$ cat src/rtl/float_encoder.sv
// float_encoder: sequential IEEE-754 packer (normalize, subnormal shift, round-to-nearest-even)
module float_encoder #(
  parameter int FSIZE     = 64,
  parameter int EXP_SIZE  = 11,
  parameter int MANT_SIZE = 52,
  parameter int MANT_IN   = 64
)(
  input  logic                        clk,
  input  logic                        rst,
  input  logic                        in_valid,
  output logic                        in_ready,
  input  logic                        in_sign,
  input  logic signed [EXP_SIZE+1:0]  in_exp,
  input  logic [MANT_IN-1:0]          in_mant,
  output logic                        out_valid,
  input  logic                        out_ready,
  output logic [FSIZE-1:0]            out_bits
);
  localparam int EXP_BIAS = 2 ** (EXP_SIZE - 1) - 1;
  localparam int EW = EXP_SIZE + $clog2(MANT_IN) + 2;
  localparam int CW = $clog2(MANT_IN + 3);
  localparam int RW = MANT_IN - MANT_SIZE - 2;
  localparam logic signed [EW-1:0] BIAS = EW'(EXP_BIAS);
  localparam logic signed [EW-1:0] ONE  = EW'(1);
  localparam logic signed [EW-1:0] EMAX = EW'(2 ** EXP_SIZE - 1);
  localparam logic [CW-1:0] CAP = CW'(MANT_IN + 2);

  typedef enum logic [2:0] {IDLE, NORM, DENORM, ROUND, OUT} state_t;

  state_t                 state, state_n;
  logic                   sign, sign_n, sticky, sticky_n;
  logic signed [EW-1:0]   ex, ex_n, b, bf;
  logic [MANT_IN-1:0]     mant, mant_n;
  logic [CW-1:0]          cnt, cnt_n;
  logic [FSIZE-1:0]       bits_n, rbits;
  logic [MANT_SIZE:0]     kept, kr;
  logic [MANT_SIZE+1:0]   sum;
  logic                   guard, st, inc;

  assign in_ready  = state == IDLE;
  assign out_valid = state == OUT;

  // rounding datapath: kept/guard/sticky split, RNE increment, carry renormalization, inf clamp
  always_comb begin
    b     = ex + BIAS;
    kept  = mant[MANT_IN-1 -: MANT_SIZE+1];
    guard = mant[RW];
    st    = sticky | (|mant[RW-1:0]);
    inc   = guard & (st | kept[0]);
    sum   = {1'b0, kept} + (MANT_SIZE+2)'(inc);
    kr    = sum[MANT_SIZE+1] ? {1'b1, {MANT_SIZE{1'b0}}} : sum[MANT_SIZE:0];
    bf    = sum[MANT_SIZE+1] ? b + ONE : b;
    rbits = bf >= EMAX ? {sign, {EXP_SIZE{1'b1}}, {MANT_SIZE{1'b0}}}
                       : {sign, kr[MANT_SIZE] ? bf[EXP_SIZE-1:0] : {EXP_SIZE{1'b0}}, kr[MANT_SIZE-1:0]};
  end

  // next-state and next-datapath values
  always_comb begin
    state_n  = state;
    sign_n   = sign;
    ex_n     = ex;
    mant_n   = mant;
    sticky_n = sticky;
    cnt_n    = cnt;
    bits_n   = out_bits;
    case (state)
      IDLE: if (in_valid) begin
        sign_n   = in_sign;
        ex_n     = {{(EW-EXP_SIZE-2){in_exp[EXP_SIZE+1]}}, in_exp};
        mant_n   = in_mant;
        sticky_n = 1'b0;
        cnt_n    = '0;
        state_n  = NORM;
      end
      NORM: if (mant == '0) begin
        bits_n  = {sign, {(FSIZE-1){1'b0}}};
        state_n = OUT;
      end else if (mant[MANT_IN-1]) begin
        state_n = b < ONE ? DENORM : ROUND;
      end else begin
        mant_n = mant << 1;
        ex_n   = ex - ONE;
      end
      DENORM: begin
        mant_n   = mant >> 1;
        sticky_n = sticky | mant[0];
        ex_n     = ex + ONE;
        cnt_n    = cnt + CW'(1);
        state_n  = (~|b || cnt_n == CAP) ? ROUND : DENORM;
      end
      ROUND: begin
        bits_n  = rbits;
        state_n = OUT;
      end
      OUT: state_n = out_ready ? IDLE : OUT;
      default: state_n = IDLE;
    endcase
  end

  // state and datapath registers, cleared by asynchronous reset
  always_ff @(posedge clk or posedge rst) begin
    if (rst) begin
      state    <= IDLE;
      sign     <= 1'b0;
      ex       <= '0;
      mant     <= '0;
      sticky   <= 1'b0;
      cnt      <= '0;
      out_bits <= '0;
    end else begin
      state    <= state_n;
      sign     <= sign_n;
      ex       <= ex_n;
      mant     <= mant_n;
      sticky   <= sticky_n;
      cnt      <= cnt_n;
      out_bits <= bits_n;
    end
  end
endmodule

$ cat config.mk
export PLATFORM = sky130hd
export DESIGN_NAME = float_encoder
export DESIGN_NICKNAME = d
export VERILOG_FILES = /design/src/rtl/float_encoder.sv
export SDC_FILE = /design/constraint.sdc
export NUM_CORES = 1
export LEC_CHECK = 0
export CAP_MARGIN = 30
export CORE_MARGIN = 5
export CORE_UTILIZATION = 50
export CTS_CLUSTER_DIAMETER = 150
export CTS_CLUSTER_SIZE = 28
export DETAILED_ROUTE_END_ITERATION = 16
export PLACE_DENSITY = 0.8
export SYNTH_ARGS = -nofsm -noshare
export SYNTH_HDL_FRONTEND = slang
export SYNTH_SLANG_ARGS = --single-unit
$ cat constraint.sdc
create_clock -name clk -period 4.73 [get_ports clk]
set_input_delay 0.7095 -clock clk [delete_from_list [all_inputs] [get_ports clk]]
set_output_delay 0.7095 -clock clk [all_outputs]
set_load 0.005 [all_outputs]
Yosys cells after proc, flatten, opt, wreduce, memory -nomap -nowiden
Index checks and enable logic that the tools add are counted.
{ "word_totals": {"register_bits": 159, "input_bits": 82, "out_inout_bits": 66, "elab_cells": 70} }
{ "op_classes": {"add_sub_neg": 6, "magnitude_cmp": 2, "eq_ne": 10, "n_mux": 25, "bitwise": 4, "reduce_logical": 15} }
{ "op_table": {"columns": ["operator", "count"], "rows": [
  ["$mux W64", 4],
  ["$pmux W64 S3", 1],
  ["$pmux W64 S2", 1],
  ["$mux W19", 4],
  ["$logic_not A64 Y1", 1],
  ["$mux W63", 1],
  ["$pmux W19 S3", 1],
  ["$add A53 B1 Y54", 1],
  ["$mux W53", 1],
  ["$add A19 B2 Y19 const B", 2],
  ["$add A19 B11 Y19 const B", 1],
  ["$ge A19 B12 Y1 const B", 1],
  ["$lt A19 B2 Y1 const B", 1],
  ["$reduce_or A19 Y1", 1],
  ["$sub A19 B2 Y19 const B", 1],
  ["$pmux W3 S5", 1],
  ["$pmux W7 S2", 1],
  ["$mux W3", 4],
  ["$mux W11", 1],
  ["$reduce_or A10 Y1", 1],
  ["$ne A2 B2 Y1 const B", 4],
  ["$reduce_and A2 Y1", 4],
  ["$add A7 B1 Y7 const B", 1],
  ["$eq A7 B7 Y1 const B", 1],
  ["16 further kinds", 22]
]} }

Longest topological paths before layout
Gate-level depths: netlist (run 1).
{ "depth": {"ltp_word": 9, "mapped_depth": 15} }

Worst setup path after synthesis (run 1)
No wires, ideal clock.
{ "synth_path": {"path_kind": "flip-flop to flip-flop", "start": "reg state[1]", "end": "reg ex[18]", "setup_time_ns": 0.124, "arrival_ns": 3.812, "t_required_ns": 4.606, "slack_ns": 0.794, "stages_incl_launch_ff": 16, "n_path_buf": 2, "cell_sequence": "dfrtp_1 -> nor2b_1 -> nor2b_1 -> clkbuf_1 -> inv_1 -> clkbuf_1 -> ha_1 -> a21oi_1 -> a2bb2oi_1 -> o211a_1 -> o31ai_1 -> o21ba_2 -> or4_1 -> and3_1 -> mux2i_1 -> a211o_1"} }
{ "synth_between": {"elab_chain_len": 3, "word_cells_on_any_way": 9} }
{ "synth_rtl": {"columns": ["element", "line", "source"], "rows": [
  ["start, declared", "30", "state_t state, state_n;"],
  ["start signal, assigned", "111", "state <= state_n;"],
  ["$eq A3 B1 Y1 (tied with other cells)", "66", "case (state)"],
  ["$ne A2 B2 Y1 (no source line) / $reduce_bool A3 Y1 (equally long branches)", null, null],
  ["$reduce_and A4 Y1 (no source line)", null, null],
  ["end signal, assigned", "113", "ex <= ex_n;"],
  ["end, declared", "32", "logic signed [EW-1:0] ex, ex_n, b, bf;"]
]} }
Several ways; a longest one is shown, not always the timed one.
A chain may end at the register's enable or synchronous reset.

Worst setup path after layout (run 1)
{ "layout_path": {"start": "reg mant[12]", "end": "reg out_bits[10]"} }
{ "layout_between": {"elab_chain_len": 5, "word_cells_on_any_way": 9} }
{ "layout_rtl": {"columns": ["element", "line", "source"], "rows": [
  ["start, declared", "33", "logic [MANT_IN-1:0] mant, mant_n;"],
  ["start signal, assigned", "114", "mant <= mant_n;"],
  ["$add A53 B1 Y54", "50", "sum = {1'b0, kept} + (MANT_SIZE+2)'(inc);"],
  ["$mux W19", "52", "bf = sum[MANT_SIZE+1] ? b + ONE : b;"],
  ["$ge A19 B12 Y1", "53", "rbits = bf >= EMAX ? {sign, {EXP_SIZE{1'b1}}, {MANT_SIZE{1'b0}}}"],
  ["$mux W63", "53", null],
  ["$pmux W64 S2", "66", null],
  ["end signal, assigned", "117", "out_bits <= bits_n;"],
  ["end, declared", "17", "output logic [FSIZE-1:0] out_bits"]
]} }
Several ways; a longest one is shown, not always the timed one.

==> results.md, run 1 <==
Run status:
- The run finished with clean final reports.

Power and ir drop:
- IR analysis of the VDD net gives a maximum drop of 0.0005317 V.
- Power spread over the standard cell area amounts to ~730 mW/mm2.
- In this run the static leakage power is 4.996 nW.

Yosys:
- The most common cell in the synthesized netlist is sky130_fd_sc_hd__nand2_1.
- The mapped netlist covers 0.01085 mm2.
- The synthesized design spends more area on one cell type than any other, namely sky130_fd_sc_hd__dfrtp_1.
- The mean cell area of the mapped netlist is 8.655 um2.
- Yosys attributes the largest share of cell area to sky130_fd_sc_hd__dfrtp_1 (37%), sky130_fd_sc_hd__nand2_1 (6.3%), sky130_fd_sc_hd__o31ai_2 (5.9%), sky130_fd_sc_hd__a222oi_1 (5.7%), sky130_fd_sc_hd__o21ai_0 (5.2%).
- The number of nets produced by synthesis is 1360.
- The commonest cells after synthesis are sky130_fd_sc_hd__nand2_1 (181), sky130_fd_sc_hd__dfrtp_1 (159), sky130_fd_sc_hd__o21ai_0 (112).
- For this run, the register share of the synthesized area comes to 36.66%.
- The cell count after synthesis is between 1000 and 1500.
- For this run, asynchronously set or reset flops after synthesis account for 100.0%.
- Counting flops and latches in the post-synthesis netlist gives approximately 160.
- The area share of the leading cell type in the synthesized netlist is 36.66%.
- The dominant register cell in the synthesized netlist is sky130_fd_sc_hd__dfrtp_1.
- The number of synthesized flops with an enable pin is 0.
- The netlist uses 74 different library cells.
- The Yosys step of the flow raised 0 warnings.

Route:
- Dividing the detail-routed wire length by the instance count gives roughly 19 um.
- The routed design has between 30000 and 40000 um of wire.
- The detail route stage leaves a number of antenna-violating nets equal to 0.
- The first-pass iteration count of the detailed router is 12.
- For this run, design rule violations remaining after detail routing come to 0.
- In this run, the number of DRC markers left after iteration 0 of detailed routing was 1710.
- Summing over every cut layer, the via total after detailed routing is about 10000.
- The routed via count divided by cell count is between 6 and 7.

Clock network:
- The number of buffers between clock root and the deepest sink is 2.
- For this design, the sink count on the clock tree is 159.
- The number of hold buffers added after CTS was 0.
- After clock tree synthesis, the clock-pin slew on the worst setup and hold paths is 0.07 ns.
- The number of buffers added by the clock tree synthesis step is 17.
- The clock reaches the later pin of the worst-skew pair after about 0.43 ns.
- The clock tree from TritonCTS is yes.
- CTS placed an instance of sky130_fd_sc_hd__clkbuf_16 at the clock tree root.
- The number of levels in the clock H-tree is 4.

Critical path:
- STA puts the critical path data arrival time at approximately 4.7 ns.
- The worst setup path is launched from a register.
- The signal on the critical path passes through nand3_1 -> or4_1 -> or3_1 -> or2_1 -> or3_1 -> a2111o_1 -> o31ai_4 -> o31a_4 -> o31ai_2.
- The critical path is of the register to register type.
- The worst reg2reg path endpoint is out_bits[10]$_DFFE_PP0P_.
- The worst-path cell with the longest stage delay is sky130_fd_sc_hd__o31a_4.
- The number of cells on the worst reg-to-reg path is 9.
- In this design, the critical path's most frequently occurring cell is sky130_fd_sc_hd__or3_1.
- The worst setup path is captured at a register.
- The maximum fanout along the worst path is 50.
- The family with the most delay on the worst path is simple AND/OR/NAND/NOR gates.
- The start of the worst register-to-register path is mant[12]$_DFFE_PP0P_.
- The worst stage delay on the critical path is 0.68 ns.
- The required time at the endpoint of the critical path is 5.01 ns.
- The number of buffers and inverters on the critical path is 0.
- The register-to-register setup slack is 0.34 ns.

GRT:
- The global routing usage summed across all routing layers is between 20% and 30%.
- Entering global routing, the biggest net connects between 100 and 150 pins.
- Global routing finished with a remaining overflow of 0.
- The via count of the first global-routing pass is 9554.
- The number of antenna violations at the first check in global routing is 0.
- The global-route wire length before repair is slightly below 50000 um.

Timing:
- At the pin with the least slew margin, the transition time is 1.002 ns.
- The final clock period utilization by the worst path is 92.81%.
- The smallest clock period supported by the final layout is computed as 4.390 ns.
- Setup repair after global routing left no endpoint under its margin.
- Setup violations remaining at the end of the flow were counted as 0.
- The number of pins with negative max-slew slack in the final report is 0.
- The final hold violation count is 0.
- The worst setup skew after layout is between 0.01 and 0.015 ns.
- For this run, the top clock speed supported by timing is 0.2278 GHz.
- The worst slew slack as a fraction of its limit is roughly a third.
- In the final timing run, aggregate negative setup slack is 0 ns.

Floorplanning:
- The floorplan step defined a die boundary enclosing ~0.025 mm2.
- The core area is 0.02162 mm2.
- Once the floorplan was initialized, standard cells occupied 50.20% of the core.
- The number of placed I/O pins is approximately 150.
- The total number of placement rows is between 50 and 60.
- The die is approximately 160 um wide.
- The die is approximately 160 um tall.

Final layout:
- From synthesis to final layout, the design area changed by 19.29%.
- For this run, the post-layout net count is 1425.
- The number of filler cells placed in the layout is 1873.
- Cells with a size suffix above 1 make up 9.842% of the layout.
- For this run, the number of standard cells in the final layout without fillers is 1611.
- 0 antenna diodes ended up in the layout.

Worst hold path:
- The worst hold path belongs to the class register to register.
- The hold-critical path depth is 2.
- The worst hold path terminates at out_bits[31]$_DFFE_PP0P_.
- In this run the most critical hold path is launched from out_bits[31]$_DFFE_PP0P_.

Placement:
- The routability congestion estimate is 0.8993.
- The instance count after placement with tap cells included is 1580.
- Buffers placed on the I/O ports in this run total between 100 and 150.
- After legalization and detailed placement, the total HPWL measured 21790 um.

Flow run:
- The count of max-cap constraint violations is 0.
[worst max path at each step]
stage | depth (start not counted) | startpoint | to | slack [ns]
global placement | 11 | ex[0]$_DFFE_PP0P_ | out_bits[0]$_DFFE_PP0P_ | 0.35
global route | 11 | ex[0]$_DFFE_PP0P_ | out_bits[10]$_DFFE_PP0P_ | 0.09
CTS | 11 | ex[0]$_DFFE_PP0P_ | out_bits[41]$_DFFE_PP0P_ | 0.22
floorplan | 15 | state[1]$_DFFE_PP0P_ | ex[18]$_DFFE_PP0P_ | 0.79
detailed placement | 11 | ex[0]$_DFFE_PP0P_ | out_bits[41]$_DFFE_PP0P_ | 0.23
finish | 9 | mant[12]$_DFFE_PP0P_ | out_bits[10]$_DFFE_PP0P_ | 0.34
[per-stage QoR]
step / hold WS, ns / setup WS [ns] / instance area [um2] / util, % / total power [mW]
2_1_floorplan: 0.4609 / 0.7936 / 10860 / - / 6.564
4_1_cts: 0.4852 / 0.2164 / 12940 / 59.86 / 9.430
3_5_place_dp: 0.4716 / 0.2291 / 12370 / 57.22 / 8.047
5_1_grt: 0.5075 / 0.09397 / 12950 / 59.88 / 10.22
3_3_place_gp: 0.4685 / 0.3549 / 12370 / 57.22 / 7.846
6_report: 0.4823 / 0.3399 / 12950 / 59.88 / 9.474
[kinds of logic after synthesis]
logic type      after synthesis  synth area share, %
xor+xnor                     94                7.655
simple gates                473                21.27
flops                       159                36.66
buf+inv                     145                5.799
fa+ha+maj                    24                2.836
mux                          11                1.061
compound gates              348                24.72
[layout make-up]
class	count	area, um2	area share, %
multi-input combinational	950	6294	48.61
clock inverter	11	135.1	1.044
tap	280	350.3	2.706
clock buffer	20	436.7	3.373
sequential	159	3979	30.73
inverter	21	82.58	0.6379
timing repair buffer	170	1669	12.89
[worst reg2reg max path, cell delays in order (launching register included)]
cell                       delay [ns]
sky130_fd_sc_hd__dfrtp_1         0.53
sky130_fd_sc_hd__nand3_1         0.19
sky130_fd_sc_hd__or4_1           0.60
sky130_fd_sc_hd__or3_1           0.59
sky130_fd_sc_hd__or2_1           0.36
sky130_fd_sc_hd__or3_1           0.37
sky130_fd_sc_hd__a2111o_1        0.46
sky130_fd_sc_hd__o31ai_4         0.22
sky130_fd_sc_hd__o31a_4          0.68
sky130_fd_sc_hd__o31ai_2         0.25
[repair_timing]
action | CTS | global route
setup endpoints to repair | 0 | 50
resized for setup | 0 | 1
buffers inserted | 0 | 0
[cells in the final DEF (no fill, tap or decap), types with 20 or more instances in the layout]
cell type	n
sky130_fd_sc_hd__inv_1	20
sky130_fd_sc_hd__xnor2_1	53
sky130_fd_sc_hd__o21ai_0	111
sky130_fd_sc_hd__nand4_1	24
sky130_fd_sc_hd__o31ai_2	51
sky130_fd_sc_hd__clkdlybuf4s50_1	147
sky130_fd_sc_hd__xor2_1	40
sky130_fd_sc_hd__dfrtp_1	159
sky130_fd_sc_hd__nand3_1	47
sky130_fd_sc_hd__nor2_1	66
sky130_fd_sc_hd__a222oi_1	62
sky130_fd_sc_hd__nand2_1	180
sky130_fd_sc_hd__buf_4	21
sky130_fd_sc_hd__a21oi_1	42
sky130_fd_sc_hd__nor4_1	34
sky130_fd_sc_hd__nor3_1	32
sky130_fd_sc_hd__ha_1	23
[report_power, final]
part	leakage [nW]	total (mW)	internal (mW)	switching (mW)
Clock	0.267	1.35	0.781	0.571
Combinational	2.66	5.35	2.29	3.07
Sequential	2.07	2.77	1.91	0.857
[sequential cells by signal, summed over array words and instances, names as in the netlist]
name and count:
cnt 7, ex 19, mant 64, out_bits 64
sign 1, state 3, sticky 1
[metal layers]
metal  up-vias  part of all wire, %  global-route usage, %
met4         0                  2.3                  7.661
li1       4775                    -                      -
met5         -                    0                      0
met2       523                   47                  38.10
met1      4916                   43                  34.87
met3        53                  8.5                  4.537
Power figures use the tool's default switching activity.
==> run 2: changes to the inputs <==
--- a/config.mk
+++ b/config.mk
@@ -6,8 +6,10 @@
 export NUM_CORES = 1
 export LEC_CHECK = 0
 export CAP_MARGIN = 30
+export CELL_PAD_IN_SITES_DETAIL_PLACEMENT = 1
+export CELL_PAD_IN_SITES_GLOBAL_PLACEMENT = 1
 export CORE_MARGIN = 5
-export CORE_UTILIZATION = 50
+export CORE_UTILIZATION = 38
 export CTS_CLUSTER_DIAMETER = 150
 export CTS_CLUSTER_SIZE = 28
 export DETAILED_ROUTE_END_ITERATION = 16
==> run 2 against run 1 <==
Die area increased by 29%; global-route usage fell by 1.5 points; clock power increased by 4%; worst hold slack gained 0.010 ns; setup slack got worse by 0.073 ns; sequential share of layout area shrank 0.55 points; final area is 1.8% higher; non-clock buffer count up 9; first-iteration DRC count fell by 31%; sequential power barely moved; total power grew 3.9%; critical path type unchanged; critical endpoint is now out_bits[11]$_DFFE_PP0P_; largest cell class unchanged.
==> results.md, run 2 (same netlist as run 1, synthesis figures left out) <==
Timing:
- Setup repair after global routing left no endpoint under its margin.
- Across the routed clock network, the largest skew measured is 0.01748 ns.
- Derived from the worst setup path, the maximum achievable clock frequency is 0.2241 GHz.
- The final setup TNS is 0 ns.
- The number of pins with negative max-slew slack in the final report is 0.
- The slew at the pin with the worst max-slew slack is 0.9667 ns.
- After layout, the worst path uses 94.35% of the clock period.
- The worst pin sits at a relative slew slack of between 30% and 40%.
- The setup-violating endpoint count in the final report is 0.
- Final hold analysis gives a worst-case slack of 0.4924 ns.
- The final hold violation count was 0.
- Counting I/O delays and the setup requirement, the final critical path takes about 4.5 ns.

Final layout:
- The layout-stage area growth over the synthesis result is 21.47%.
- The count of inserted antenna diode cells is 0.
- Fill cells in the final layout number 3266.
- After routing the design area is 0.01318 mm2.
- The finished layout holds 1719 standard cells, fillers aside.
- The sequential standard cell area is 0.003979 mm2.
- The largest registers in the layout are mant (64), out_bits (64), ex (19).
- For this run, the post-layout net count is 1434.
- The multi-input combinational cell area is 0.006307 mm2.
- The proportion of layout cells with a drive suffix above 1 is 10.81%.
- The library cells used most frequently in the layout, excluding fill and tap cells, are sky130_fd_sc_hd__nand2_1 (180), sky130_fd_sc_hd__dfrtp_1 (159), sky130_fd_sc_hd__clkdlybuf4s50_1 (147).
- The commonest non-fill, non-tap cell in the layout is sky130_fd_sc_hd__nand2_1.

Clock network:
- The clock slew at the register clock pins of the worst setup and hold paths is roughly 0.080 ns.
- The clock reaches the later pin of the worst-skew pair after 0.45 ns.
- The buffer cell driving the clock tree root is sky130_fd_sc_hd__clkbuf_16.
- The number of levels in the clock H-tree is 4.
- The number of buffers added by the clock tree synthesis step is 17.
- The clock tree from TritonCTS is yes.
- For this design, the sink count on the clock tree is 159.
- The longest clock path from root to sink contains 2 buffers.

GRT:
- Global routing consumed, over all layers together, 22.97% of the routing resources.
- Entering global routing, the biggest net connects 109 pins.
- The number of antenna violations at the first check in global routing is 3.
- The via count of the first global-routing pass is approximately 11000.
- The remaining global-route overflow is 0.
- The first global-routing pass estimated 59060 um of wire.

Route:
- The uppermost layer routed is met5.
- The total number of vias is about 10000.
- For this block, wires on met1 add up to 16360 um.
- The routed design uses 17300 um of met2 wire.
- For this block, the initial DRC count from the detailed router was 1188.
- In the routed design, unresolved DRC markers number 0.
- The first-pass iteration count of the detailed router is 5.
- The number of routed nets with antenna violations is 0.
- After detailed routing, the met3 layer carries 2208 um of wire.
- Dividing the detail-routed wire length by the instance count gives between 20 and 25 um.
- The routed via count divided by cell count is 6.038.
- The final wirelength is 36820 um.

Critical path:
- The kind of start point of the critical path is a register.
- The maximum fanout along the worst path is 50.
- The number of buffers and inverters on the critical path is 0.
- In this run the critical register-to-register path is launched from mant[18]$_DFFE_PP0P_.
- The number of cells on the worst reg-to-reg path is 9.
- For flop-to-flop paths, the worst setup slack is 0.27 ns.
- Traced cell by cell, the critical path runs through nand3_1 -> or4_1 -> or3_1 -> or2_1 -> or3_1 -> a2111o_1 -> o31ai_4 -> o31a_4 -> o31ai_2.
- The worst setup path is captured at a register.
- The worst setup path is of the register to register kind.
- Data arrives at the worst endpoint at 4.76 ns.
- The cell with the most instances on the worst path is sky130_fd_sc_hd__or3_1.
- The family with the most delay on the worst path is simple AND/OR/NAND/NOR gates.
- The worst-path cell with the longest stage delay is sky130_fd_sc_hd__o31a_4.
- The worst stage delay on the critical path is 0.71 ns.
- The worst reg2reg path endpoint is out_bits[11]$_DFFE_PP0P_.
- Data on the critical path is required at its endpoint by 5.03 ns.

Placement:
- Detailed placement finished with a half-perimeter wire length of approximately 26000 um.
- The number of buffers inserted by port buffering is 147.
- The number of placed instances, taps included, is 1686.
- The routability congestion estimate is 0.8804.
- The placement-stage cell area is 0.01257 mm2.

Worst hold path:
- The destination of the worst hold path is out_bits[22]$_DFFE_PP0P_.
- The hold path startpoint is out_bits[22]$_DFFE_PP0P_.
- The worst hold path passes through 2 cells.
- The kind of path behind the tightest hold check is register to register.

Flow run:
- The count of max-cap constraint violations is 0.

Floorplanning:
- The die area is between 0.03 and 0.04 mm2.
- Row generation in the floorplan step produced 61 rows.
- The die width is ~180 um.
- The core area is 0.02801 mm2.
- The die boundary height is approximately 180 um.
- During I/O placement, the number of pins put on the boundary was roughly 150.
- For this configuration, the core starts out at a cell density of 38.75%.

Run status:
- The flow ran to the end, and the final reports show no timing, DRC or antenna violations.

Power and ir drop:
- Dividing total power by cell area gives a power density of ~750 mW/mm2.
- The post-route total power is 9.842 mW.
- Summed over all cells, the static leakage comes to 5.071 nW.
- Across the VDD grid, the largest voltage drop is roughly 0.00045 V.
## run 2: per-stage QoR
stage / setup slack [ns] / utilization (%)
2_1_floorplan: 0.7936 / -
4_1_cts: 0.2391 / 46.99
6_report: 0.2670 / 47.06
3_3_place_gp: 0.3489 / 44.79
3_5_place_dp: -0.005107 / 44.89
5_1_grt: 0.02674 / 47.06
## run 2: layout make-up
class | instances | share of cell area, %
clock buffers | 17 | 3.227
clock inverters | 15 | 1.205
inverters | 21 | 0.6264
multi-input cells | 950 | 47.85
flip-flops and latches | 159 | 30.18
well taps | 378 | 3.588
repair buffers | 179 | 13.33
## run 2: worst register-to-register path, stage by stage (launching register included)
cell                       delay [ns]
sky130_fd_sc_hd__dfrtp_1         0.54
sky130_fd_sc_hd__nand3_1         0.16
sky130_fd_sc_hd__or4_1           0.63
sky130_fd_sc_hd__or3_1           0.59
sky130_fd_sc_hd__or2_1           0.36
sky130_fd_sc_hd__or3_1           0.39
sky130_fd_sc_hd__a2111o_1        0.47
sky130_fd_sc_hd__o31ai_4         0.21
sky130_fd_sc_hd__o31a_4          0.71
sky130_fd_sc_hd__o31ai_2         0.27
## run 2: where the power goes
group | leakage (nW) | internal (mW) | switching, mW
registers | 2.07 | 1.91 | 0.875
logic | 2.71 | 2.36 | 3.30
clock network | 0.286 | 0.708 | 0.689
total | 5.07 | 4.98 | 4.86
## run 2: repair_timing
action                                  CTS  global route
buffers inserted                          0             0
resized for setup                         1             2
pin swaps                                 0             0
hold buffers                              0             0
endpoints found under the setup margin    3            15
## run 2: how the worst max path moves through the flow
stage	cells past startpoint	startpoint	endpoint	slack, ns
after floorplan	15	state[1]$_DFFE_PP0P_	ex[18]$_DFFE_PP0P_	0.79
after global placement	11	ex[0]$_DFFE_PP0P_	out_bits[6]$_DFFE_PP0P_	0.35
after detailed placement	11	ex[0]$_DFFE_PP0P_	out_bits[47]$_DFFE_PP0P_	-0.005
after CTS	12	ex[0]$_DFFE_PP0P_	out_bits[47]$_DFFE_PP0P_	0.24
after global routing	11	ex[0]$_DFFE_PP0P_	out_bits[47]$_DFFE_PP0P_	0.03
final	9	mant[18]$_DFFE_PP0P_	out_bits[11]$_DFFE_PP0P_	0.27
## run 2: layer usage
| metal | global-route usage, % | vias up |
|---|---|---|
| met5 | 0 | - |
| met3 | 3.859 | 65 |
| met1 | 31.92 | 5158 |
| met2 | 36.72 | 357 |
| li1 | - | 4793 |
| met4 | 7.004 | 6 |
